**src/rtl/hazard_ctrl.sv**
```systemverilog
// Pipeline hazard controller: load-use bubble, memory-wait freeze and branch flush.
// Optional performance counters are built when HAZARD_PERF_EN is defined.
module hazard_ctrl #(
  parameter int unsigned FLUSH_LEN   = 1,
  parameter int unsigned MEM_TIMEOUT = 16
) (
  input  logic        clk,
  input  logic        reset,
  input  logic [4:0]  id_rs1,
  input  logic [4:0]  id_rs2,
  input  logic        id_use_rs1,
  input  logic        id_use_rs2,
  input  logic [4:0]  ex_rd,
  input  logic        ex_mem_read,
  input  logic        redirect,
  input  logic        dmem_req,
  input  logic        dmem_ack,
  output logic        stall1,
  output logic        stall2,
  output logic        branch,
  output logic        mem_err,
  output logic [31:0] perf_stall_cnt,
  output logic [31:0] perf_flush_cnt
);

  typedef enum logic [1:0] {
    IDLE     = 2'd0,
    MEM_WAIT = 2'd1,
    FLUSH    = 2'd2
  } state_t;

  localparam logic [1:0] LP_FLUSH_RELOAD = 2'(FLUSH_LEN - 1);
  localparam logic [1:0] LP_FLUSH_FULL   = 2'(FLUSH_LEN);
  localparam logic [7:0] LP_TIMEOUT      = 8'(MEM_TIMEOUT);

  state_t     r_state;
  state_t     w_state_nxt;
  logic       r_pending;
  logic       w_pending_nxt;
  logic [1:0] r_flush_cnt;
  logic [1:0] w_flush_cnt_nxt;
  logic [7:0] r_wait_cnt;
  logic [7:0] w_wait_cnt_nxt;
  logic       r_mem_err;
  logic       w_mem_err_nxt;
  logic       w_stall2;
  logic       w_branch;
  logic       w_hazard;

  assign w_hazard = ex_mem_read && (ex_rd != 5'd0) &&
                    ((id_use_rs1 && (id_rs1 == ex_rd)) || (id_use_rs2 && (id_rs2 == ex_rd)));

  // Reset forces every control output low; priority is stall2 > branch > stall1.
  assign stall2  = w_stall2 && !reset;
  assign branch  = w_branch && !w_stall2 && !reset;
  assign stall1  = w_hazard && !w_stall2 && !w_branch && !reset;
  assign mem_err = r_mem_err;

  // State register and per-operation bookkeeping.
  always_ff @(posedge clk) begin
    if (reset) begin
      r_state     <= IDLE;
      r_pending   <= 1'b0;
      r_flush_cnt <= 2'd0;
      r_wait_cnt  <= 8'd0;
      r_mem_err   <= 1'b0;
    end else begin
      r_state     <= w_state_nxt;
      r_pending   <= w_pending_nxt;
      r_flush_cnt <= w_flush_cnt_nxt;
      r_wait_cnt  <= w_wait_cnt_nxt;
      r_mem_err   <= w_mem_err_nxt;
    end
  end

  // Next-state and raw stall/flush decisions.
  always_comb begin
    w_state_nxt     = r_state;
    w_pending_nxt   = r_pending;
    w_flush_cnt_nxt = r_flush_cnt;
    w_wait_cnt_nxt  = r_wait_cnt;
    w_mem_err_nxt   = r_mem_err;
    w_stall2        = 1'b0;
    w_branch        = 1'b0;
    case (r_state)
      IDLE: begin
        if (dmem_req && !dmem_ack) begin
          w_stall2       = 1'b1;
          w_state_nxt    = MEM_WAIT;
          w_wait_cnt_nxt = 8'd1;
          w_pending_nxt  = redirect;
        end else if (redirect) begin
          w_branch        = 1'b1;
          w_flush_cnt_nxt = LP_FLUSH_RELOAD;
          if (LP_FLUSH_RELOAD != 2'd0) begin
            w_state_nxt = FLUSH;
          end else begin
            w_state_nxt = IDLE;
          end
        end else begin
          w_state_nxt = IDLE;
        end
      end
      MEM_WAIT: begin
        if (dmem_ack) begin
          w_wait_cnt_nxt = 8'd0;
          w_pending_nxt  = 1'b0;
          // A redirect seen during the wait is replayed in full once memory completes.
          if (r_pending || redirect) begin
            w_state_nxt     = FLUSH;
            w_flush_cnt_nxt = LP_FLUSH_FULL;
          end else begin
            w_state_nxt = IDLE;
          end
        end else begin
          w_stall2      = 1'b1;
          w_pending_nxt = r_pending || redirect;
          if (r_wait_cnt != LP_TIMEOUT) begin
            w_wait_cnt_nxt = r_wait_cnt + 8'd1;
            if ((r_wait_cnt + 8'd1) == LP_TIMEOUT) begin
              w_mem_err_nxt = 1'b1;
            end else begin
              w_mem_err_nxt = r_mem_err;
            end
          end else begin
            w_wait_cnt_nxt = r_wait_cnt;
          end
        end
      end
      FLUSH: begin
        w_branch = 1'b1;
        if (redirect) begin
          w_flush_cnt_nxt = LP_FLUSH_RELOAD;
          if (LP_FLUSH_RELOAD != 2'd0) begin
            w_state_nxt = FLUSH;
          end else begin
            w_state_nxt = IDLE;
          end
        end else if (r_flush_cnt <= 2'd1) begin
          w_flush_cnt_nxt = 2'd0;
          w_state_nxt     = IDLE;
        end else begin
          w_flush_cnt_nxt = r_flush_cnt - 2'd1;
          w_state_nxt     = FLUSH;
        end
      end
      default: begin
        w_state_nxt     = IDLE;
        w_pending_nxt   = 1'b0;
        w_flush_cnt_nxt = 2'd0;
        w_wait_cnt_nxt  = 8'd0;
      end
    endcase
  end

`ifdef HAZARD_PERF_EN
  logic [31:0] r_perf_stall;
  logic [31:0] r_perf_flush;
  logic        w_flush_accept;

  // A flush is accepted on a direct IDLE redirect or on the ack that starts a replay.
  assign w_flush_accept = !reset &&
                          (((r_state == IDLE) && redirect && !w_stall2) ||
                           ((r_state == MEM_WAIT) && dmem_ack && (r_pending || redirect)));

  // Free-running event counters that wrap naturally at 2^32.
  always_ff @(posedge clk) begin
    if (reset) begin
      r_perf_stall <= 32'd0;
      r_perf_flush <= 32'd0;
    end else begin
      if (stall1 || stall2) begin
        r_perf_stall <= r_perf_stall + 32'd1;
      end else begin
        r_perf_stall <= r_perf_stall;
      end
      if (w_flush_accept) begin
        r_perf_flush <= r_perf_flush + 32'd1;
      end else begin
        r_perf_flush <= r_perf_flush;
      end
    end
  end

  assign perf_stall_cnt = r_perf_stall;
  assign perf_flush_cnt = r_perf_flush;
`else
  assign perf_stall_cnt = 32'd0;
  assign perf_flush_cnt = 32'd0;
`endif

endmodule

```
**config.mk**
```make
export PLATFORM = sky130hd
export DESIGN_NAME = hazard_ctrl
export DESIGN_NICKNAME = d
export VERILOG_FILES = /design/src/rtl/hazard_ctrl.sv
export SDC_FILE = /design/constraint.sdc
export NUM_CORES = 1
export LEC_CHECK = 0
export ABC_AREA = 1
export CORE_MARGIN = 2
export CORE_UTILIZATION = 35
export DETAILED_ROUTE_END_ITERATION = 10
export PLACE_DENSITY_LB_ADDON = 0.2
export SETUP_SLACK_MARGIN = 0.2
export SLEW_MARGIN = 20
export SYNTH_ARGS = -nofsm -noshare
export SYNTH_HDL_FRONTEND = slang
export SYNTH_SLANG_ARGS = --single-unit
```
**constraint.sdc**
```tcl
create_clock -name clk -period 1.5 [get_ports clk]
set_input_delay 0.45 -clock clk [delete_from_list [all_inputs] [get_ports clk]]
set_output_delay 0.45 -clock clk [all_outputs]
set_load 0.005 [all_outputs]
```
== Word-level counts from Yosys, hierarchy flattened ==
Index checks and enable logic that the tools add are counted.

* Muxes and demuxes: 26
* Add/subtract/negate cells: 2
* Reductions and logical operators: 23
* Equality and inequality tests: 12
* Order comparisons: 1
* Bitwise operators: 2

{| class="wikitable"
|+ Operators with widths
! operator !! count
|-
| $mux W8 || 3
|-
| $pmux W8 S3 || 1
|-
| $mux W2 || 10
|-
| $pmux W2 S3 || 2
|-
| $logic_and A1 B1 Y1 || 11
|-
| $eq A5 B5 Y1 || 2
|-
| $ne A2 B2 Y1 const B || 5
|-
| $add A8 B1 Y8 const B || 1
|-
| $eq A8 B5 Y1 const B || 1
|-
| $ne A8 B5 Y1 const B || 1
|-
| $reduce_and A4 Y1 || 2
|-
| $mux W1 || 7
|-
| $reduce_bool A5 Y1 || 1
|-
| $logic_not A1 Y1 || 4
|-
| $pmux W1 S2 || 2
|-
| $ne A3 B3 Y1 const B || 1
|-
| $pmux W1 S3 || 1
|-
| $reduce_and A3 Y1 || 1
|-
| $eq A2 B1 Y1 const B || 1
|-
| $eq A2 B2 Y1 const B || 1
|-
| $le A2 B1 Y1 const B || 1
|-
| $logic_not A2 Y1 || 1
|-
| $logic_or A1 B1 Y1 || 2
|-
| $not A1 Y1 || 2
|-
| other kinds (2) || 2
|}

* Output and inout bits: 68
* Logic and storage cells: 71
* Flip-flop bits (word level): 14

== Logic depth before layout (Yosys ltp) ==
Gate-level depths: netlist of run 1.

* Word-level depth: 8
* Depth in mapped cells: 9

== Worst setup path before layout of run 1 ==
OpenSTA, ideal clock, no wires.

* Path type: reg-to-output
* Start: register r_state[0]
* End: output port stall1
* Path buffers: 0
* Arrival time: 1.195 ns
* Setup slack: -0.145 ns
* Stages on the path, launching flop included: 8
* Cells stage by stage: dfxtp_1 inv_1 ha_1 nand3_1 nand2_1 nor2_1 nand4_1 a21oi_1

* Word-level cells in the longest chain between the ends: 6
* Elaborated cells between the ends (all ways): 10
* Those cells by class: eq/ne: 2; mux: 2; reduce/logical: 6

{| class="wikitable"
|+ Ends and longest elaborated chain
! element !! line !! source
|-
| from (decl) || 36 || <nowiki>state_t r_state;</nowiki>
|-
| from (signal assigned) || 68 || <nowiki>r_state <= w_state_nxt;</nowiki>
|-
| $eq A2 B1 Y1 / $logic_not A2 Y1 (equally long branches) || 85 || <nowiki>case (r_state)</nowiki>
|-
| $pmux W1 S2 || 85 ||
|-
| $logic_not A1 Y1 || 56 || <nowiki>assign stall1 = w_hazard && !w_stall2 && !w_branch && !reset;</nowiki>
|-
| $logic_and A1 B1 Y1 || 56 ||
|-
| $logic_and A1 B1 Y1 (*) (2 in series) || 56 ||
|-
| to (decl) || 18 || <nowiki>output logic stall1,</nowiki>
|}

Every way passes the cells marked *; elsewhere a longest branch is shown, timed or not.

== Final worst setup path of run 1 ==
* Start: register r_state[1]
* End: output port stall1

The elaborated chain is that of the path after synthesis.

==> results.md, run 1 <==
* Clk sinks at 14
* Post-synthesis cell type count at 28
* Num rows at 24
* Pwr/cell area at 499 mW/mm^2
* Worst hold stages at 2
* Die Wd at 70.9 microns
* Ys Warns at 0
* FF+latch count, synth at 14
* Outcome: complete, but fails checks
* Fmax at 537 MHz
* Layout Utilization at 0.511
* Overflow after GRT at 0
* Number of synthesized flops with an enable pin at 0
* Commonest non-fill, non-tap cell in the layout: conb_1
* DRT antenna net count at 0
* First-pass GRT wire length at 5.42 mm
* Avg WL per Cell at 10.0 microns
* Crit Reg-Reg Endpoint: r_wait_cnt[1]$_SDFFE_PP0P_
* Max VDD drop at 0.000346 V
* Violated checks: negative setup slack
* Xor/xnor share of the synthesized area at 0.0223
* Startpoint types: flop
* Async set-reset flop share out of synthesis at 0
* Worst EP arrival at 1.41 ns
* Syn-to-layout area delta at 40.9%
* RSZ-0062 raised after global routing: yes
* Port-buffer cells at 26
* P_leak at 1.01 nW
* Post-Syn Area per Cell at 6.64 sq um
* Sequential fraction of design power at 0.349
* Fillers at 467
* Power Total at 0.00110 W
* Num ports at 91
* Clock skew at 0.00622 ns
* Sw frac at 0.307
* CTS buffer count at 3
* GRT Resource Usage Total at 0.132
* P_sw at 0.000339 W
* Chip height at 70.9 microns
* Initial antenna violation count at 0
* Hold-fix buffers, CTS at 0
* Root buf cell: clkbuf_8
* R2r setup slk at -0.14 ns
* Ant diodes at 0
* Crit Path Class: flop to primary output
* Final worst setup slack at -0.363 ns
* CTS tree: done
* Core region area at 0.00432 sq mm
* Adder-cell area share of the yosys netlist at 0.0559
* Syn Inst Count at 236
* # setup viols final at 11
* Initial core utilization at 0.363
* Reg clk slew, reported paths at 0.07 ns
* CTS Buffer Depth at 2
* DR vias at 1,421
* Top cell type's share of synthesized area at 0.306
* Ys flop type: dfxtp_1
* Hold Path End: mem_err$_SDFFE_PP0P_
* Final min period at 1.86 ns
* FF-to-FF Start: r_state[1]$_SDFFE_PP0P_
* Final hold viol count at 0
* Max Cap Viol at 0
* Number of remaining DRC errors at 0
* Final Max Slew Viols at 0
* Layout cell share with drive strength beyond 1 at 0.339
* Pint at 0.000764 W
* Htree depth at 1
* Dpl hpwl at 2.47 mm
* Via density per instance at 4.13
* Clk Latency, worst-skew pair at 0.25 ns
* Worst min path class: flop to flop
* Number of global-route vias before repair at 1,217
* Largest net degree at the start of global routing at 10
* Simple-gate share of the synthesized area at 0.249
* Critical path required time at 1.05 ns
* Initial DRC count at 66
* Comb pwr share at 0.304
* HP Start: mem_err$_SDFFE_PP0P_
* Register area share after synthesis at 0.179
* Worst reg2reg path depth at 10
* Most frequent cells in the layout: conb_1 (64), nand2_1 (38), dlygate4sd2_1 (19), buf_4 (19), inv_1 (17)
* Mux cell area share after synthesis at 0
* Layout Nets at 323
* CP Max Fanout at 3
* DRT Wirelength at 3.45 mm
* Hold_ws at 0.455 ns
* Largest family of logic cells by synthesized area: buffers and inverters
* Area leader, netlist: buf_4
* Final Cycle Share at 1.24
* Pre-Repair DR Iteration Count at 4
* Routability cong. at 0.812
* Crit end category: primary output
* Compound-Gate Fraction of Synth Area at 0.116
* Largest cells by area after synthesis: buf_4 (31%), dfxtp_1 (18%), nand2_1 (11%)
* Clock share of power at 0.347
* Post-synthesis cell area at 0.00157 sq mm
* Die area at 0.00503 sq mm
==> critical path: stages, from the launching register on <==
cell and delay [ns]:
dfxtp_4 0.36, buf_6 0.12, ha_4 0.16, a31oi_4 0.17
nand4_1 0.12, a21oi_2 0.12, buf_2 0.12
==> layout make-up <==
cell class / count / area, sq um / share of cell area
Clock buffer: 4 / 55.1 / 0.0249
Inverter: 27 / 118 / 0.0533
Multi-Input combinational cell: 193 / 1200 / 0.546
Sequential cell: 14 / 297 / 0.134
Tap cell: 52 / 65.1 / 0.0295
Timing Repair Buffer: 54 / 469 / 0.212
==> state kept, by name (all words and copies together) (netlist names) <==
register	flops
r_wait_cnt	8
r_flush_cnt	2
r_state	2
mem_err	1
r_pending	1
==> per-layer routing <==
layer / GRT usage / vias to the layer above / routed length, microns
li1: - / 737 / -
met1: 0.169 / 640 / 1430
met2: 0.231 / 39 / 1870
met3: 0.0299 / 5 / 136
met4: 0.0189 / 0 / 16
met5: 0 / - / 0
==> kinds of logic (layout without fill, tap and decap cells) <==
family | Yosys count | after routing
simple gates | 87 | 88
other cells | 1 | 64
buf+inv | 93 | 85
compound gates | 30 | 30
xor+xnor | 4 | 4
flops | 14 | 14
fa+ha+maj | 7 | 7
==> power groups by stage <==
stage / Sequential [W] / Clock (W) / Combinational, W
after CTS: 0.000385 / 0.000404 / 0.000289
after detailed placement: 0.000395 / 0 / 0.000265
after global placement: 0.000394 / 0 / 0.000266
after global routing: 0.000386 / 0.000413 / 0.000373
final: 0.000385 / 0.000382 / 0.000336
after floorplan: 0.000394 / 0 / 0.000262
==> worst max path at each step <==
| stage | to | from | cells after the start |
|---|---|---|---|
| 2_1_floorplan | stall1 | dmem_ack | 5 |
| 3_3_place_gp | stall1 | dmem_ack | 8 |
| 3_5_place_dp | stall1 | dmem_ack | 8 |
| 4_1_cts | stall1 | r_state[1]$_SDFFE_PP0P_ | 6 |
| 5_1_grt | stall1 | r_state[1]$_SDFFE_PP0P_ | 6 |
| 6_report | stall1 | r_state[1]$_SDFFE_PP0P_ | 6 |
==> stage by stage <==
stage	cells	area (sq um)	setup TNS [ns]	worst slack (ns)
floorplan	299	1870	0	0.0290
global placement	328	1830	-7.75	-0.998
detailed placement	328	1830	-7.99	-1.02
CTS	338	2000	-0.846	-0.386
global route	344	2210	-2.36	-0.446
finish	344	2210	-1.68	-0.363
==> what timing repair did <==
action                                  4_1_cts  5_1_grt
cloned                                        1        0
pin swaps                                    28       20
setup buffers                                 5        6
resized for setup                            69       36
hold endpoints to repair                      0        0
endpoints found under the setup margin       18       17
==> Yosys cell counts (2+ instances only) <==
master and number:
nor2_1 14, a31oi_1 2, nand2_2 2, nand3_1 11
o21ai_1 2, nor2_2 2, a21oi_1 14, o22ai_1 2
dfxtp_1 14, inv_2 4, nor3_1 3, nand3_2 2
buf_4 64, a22oi_1 2, clkbuf_1 2, nand4_1 5
ha_1 7, o21ai_0 4, nand3b_1 2, nand2_1 45
xnor2_1 4, inv_1 23
(Power assumes the default switching activity.)
==> run 2: changes to the inputs <==
Settings changed: CORE_UTILIZATION 35 to 41.
Clock period 1.5 ns to 2.3 ns, I/O delays scaled along.
==> run 2 against run 1 <==
The run now ends clean. Utilization increased by 0.13 points. Die area shrank 14%. First-iteration DRC count decreased by 50%. Via count fell by 5.7%. Global-route usage up 1.8 points. Non-clock buffer count decreased by 12. Highest routed layer unchanged.
==> results.md, run 2 (same netlist as run 1, synthesis figures left out) <==
* GRT Resource Usage Total at 0.150 (+0.0178)
* Num ports at 91 (unchanged)
* CTS tree: done
* Overflow after GRT at 0 (unchanged)
* Max VDD drop at 0.000323 V (-6.5%)
* Pwr/cell area at 358 mW/mm^2 (-28%)
* Initial antenna violation count at 0 (unchanged)
* Via density per instance at 4.10 (-0.80%)
* Startpoint types: input port
* Dpl hpwl at 2.37 mm (-3.9%)
* Initial core utilization at 0.428 (+0.0657)
* Final Cycle Share at 0.915
* DR vias at 1,340 (-5.7%)
* HP Start: mem_err$_SDFFE_PP0P_
* Reg clk slew, reported paths at 0.05 ns (-0.02 ns)
* DRT Wirelength at 3.12 mm (-9.6%)
* Num rows at 22 (-8.3%)
* Most flops, register: r_wait_cnt
* Final worst setup slack at 0.196 ns (+0.559 ns)
* Worst EP arrival at 1.41 ns (about the same)
* DRT antenna net count at 0 (unchanged)
* Layout Nets at 310 (-4.0%)
* Fmax at 475 MHz
* Max reg flops at 8 (unchanged)
* Critical path required time at 1.61 ns (+0.56 ns)
* Routability cong. at 0.790 (-2.8%)
* Most frequent cells in the layout: conb_1 (64), nand2_1 (41), inv_1 (17)
* Clk Latency, worst-skew pair at 0.25 ns (about the same)
* Clock skew at 0.0111 ns (+0.00492 ns)
* Crit end category: primary output
* Crit Path Class: input port to primary output
* Die Wd at 65.8 microns (-7.2%)
* Port-buffer cells at 26 (unchanged)
* Pre-Repair DR Iteration Count at 4 (unchanged)
* FF-to-FF Start: r_wait_cnt[0]$_SDFFE_PP0P_
* Final Max Slew Viols at 0 (unchanged)
* Commonest non-fill, non-tap cell in the layout: conb_1
* Ant diodes at 0 (unchanged)
* Final instance area at 0.00187 sq mm (-15%)
* Chip height at 65.8 microns (-7.2%)
* Avg WL per Cell at 9.54 microns (-4.9%)
* Largest net degree at the start of global routing at 14 (+4)
* Post-Place Setup Slack at -0.633 ns (+0.388 ns)
* Initial DRC count at 33 (-50%)
* Syn-to-layout area delta at 19.6%
* # setup viols final at 0 (-11)
* Layout cell share with drive strength beyond 1 at 0.258 (-0.0810)
* Fillers at 381 (-18%)
* Critical Path Source: dmem_ack
* CTS buffer count at 3 (unchanged)
* RSZ-0062 raised after global routing: yes
* Worst min path class: flop to flop
* CTS Buffer Depth at 2 (unchanged)
* Root buf cell: clkbuf_8
* Max Cap Viol at 0 (unchanged)
* Outcome: complete, no violations
* Final hold viol count at 0 (unchanged)
* Largest regs: r_wait_cnt (8), r_flush_cnt (2), r_state (2)
* Hold-fix buffers, CTS at 0 (unchanged)
* P_leak at 0.923 nW (-8.4%)
* CP Max Fanout at 4 (+1)
* Die area at 0.00433 sq mm (-14%)
* Number of global-route vias before repair at 1,193 (-2.0%)
* Clk sinks at 14 (unchanged)
* First-pass GRT wire length at 5.11 mm (-5.6%)
* Htree depth at 1 (unchanged)
* Placed cell areas at 0.00173 sq mm (-5.5%)
* Core region area at 0.00366 sq mm (-15%)
* Number of remaining DRC errors at 0 (unchanged)
* Final min period at 2.10 ns
[run 2: changes by cell type in the layout (fill, tap and decap cells not counted), moves of 4 or more]
cell,before,now
nand3_1,3,10
nand3_2,7,3
a21oi_1,6,13
buf_2,4,9
dlygate4sd2_1,19,3
buf_6,8,4
clkdlybuf4s15_1,0,5
dfxtp_4,4,0
a21oi_2,8,2
buf_4,19,15
[run 2: power by group]
group	leakage (nW)	internal (W)	switching [W]	total [W]
clock network	0.0288	0.000152	0.0000907	0.000242
registers	0.114	0.000248	0.00000525	0.000253
logic	0.780	0.0000772	0.0000990	0.000176
total	0.923	0.000476	0.000195	0.000671
[run 2: final timing paths]
kind | endpoint | slack [ns] | cells after the start
min reg2reg | mem_err$_SDFFE_PP0P_ | 0.47 | 2
min | mem_err$_SDFFE_PP0P_ | 0.47 | 2
max reg2reg | r_wait_cnt[5]$_SDFFE_PP0P_ | 0.83 | 7
max | stall1 | 0.20 | 7
[run 2: layout make-up]
cell class | instances | area (sq um) | area share
Inverter | 27 | 114 | 0.0607
Multi-Input combinational cell | 192 | 1030 | 0.551
Clock buffer | 4 | 55.1 | 0.0294
Timing Repair Buffer | 42 | 330 | 0.176
Sequential cell | 14 | 283 | 0.151
Tap cell | 48 | 60.1 | 0.0320
[run 2: what timing repair did]
item / 4_1_cts / 5_1_grt
pin swaps: 23 / 16
setup endpoints to repair: 3 / 2
buffers inserted: 3 / 0
gates resized for setup: 92 / 23
[run 2: worst max-delay path: stages]
cell     delay (ns)
buf_8          0.10
inv_8          0.06
nand2_4        0.05
a31oi_4        0.17
nand4_1        0.09
a21oi_1        0.12
buf_2          0.13
[run 2: layer usage]
metal | GRT usage | part of all wire | vias up
met3 | 0.0426 | 0.057 | 6
met1 | 0.179 | 0.44 | 582
met5 | 0 | 0 | -
li1 | - | - | 705
met2 | 0.263 | 0.49 | 47
met4 | 0.0339 | 0.011 | 0
[run 2: stage by stage]
stage / utilization / std cells / hold slack, ns / total power [W] / setup TNS [ns]
finish: 0.512 / 327 / 0.466 / 0.000671 / 0
floorplan: - / 299 / 0.444 / 0.000420 / 0
global placement: 0.474 / 320 / 0.451 / 0.000416 / -1.57
CTS: 0.504 / 327 / 0.468 / 0.000668 / 0
detailed placement: 0.474 / 320 / 0.455 / 0.000416 / -1.58
global route: 0.512 / 327 / 0.499 / 0.000712 / 0
==> run 3: changes to the inputs <==
Settings changed: SLEW_MARGIN 20 to default.
==> results of run 3 <==
No change in the layout: final DEF, timing and power equal those of run 2.
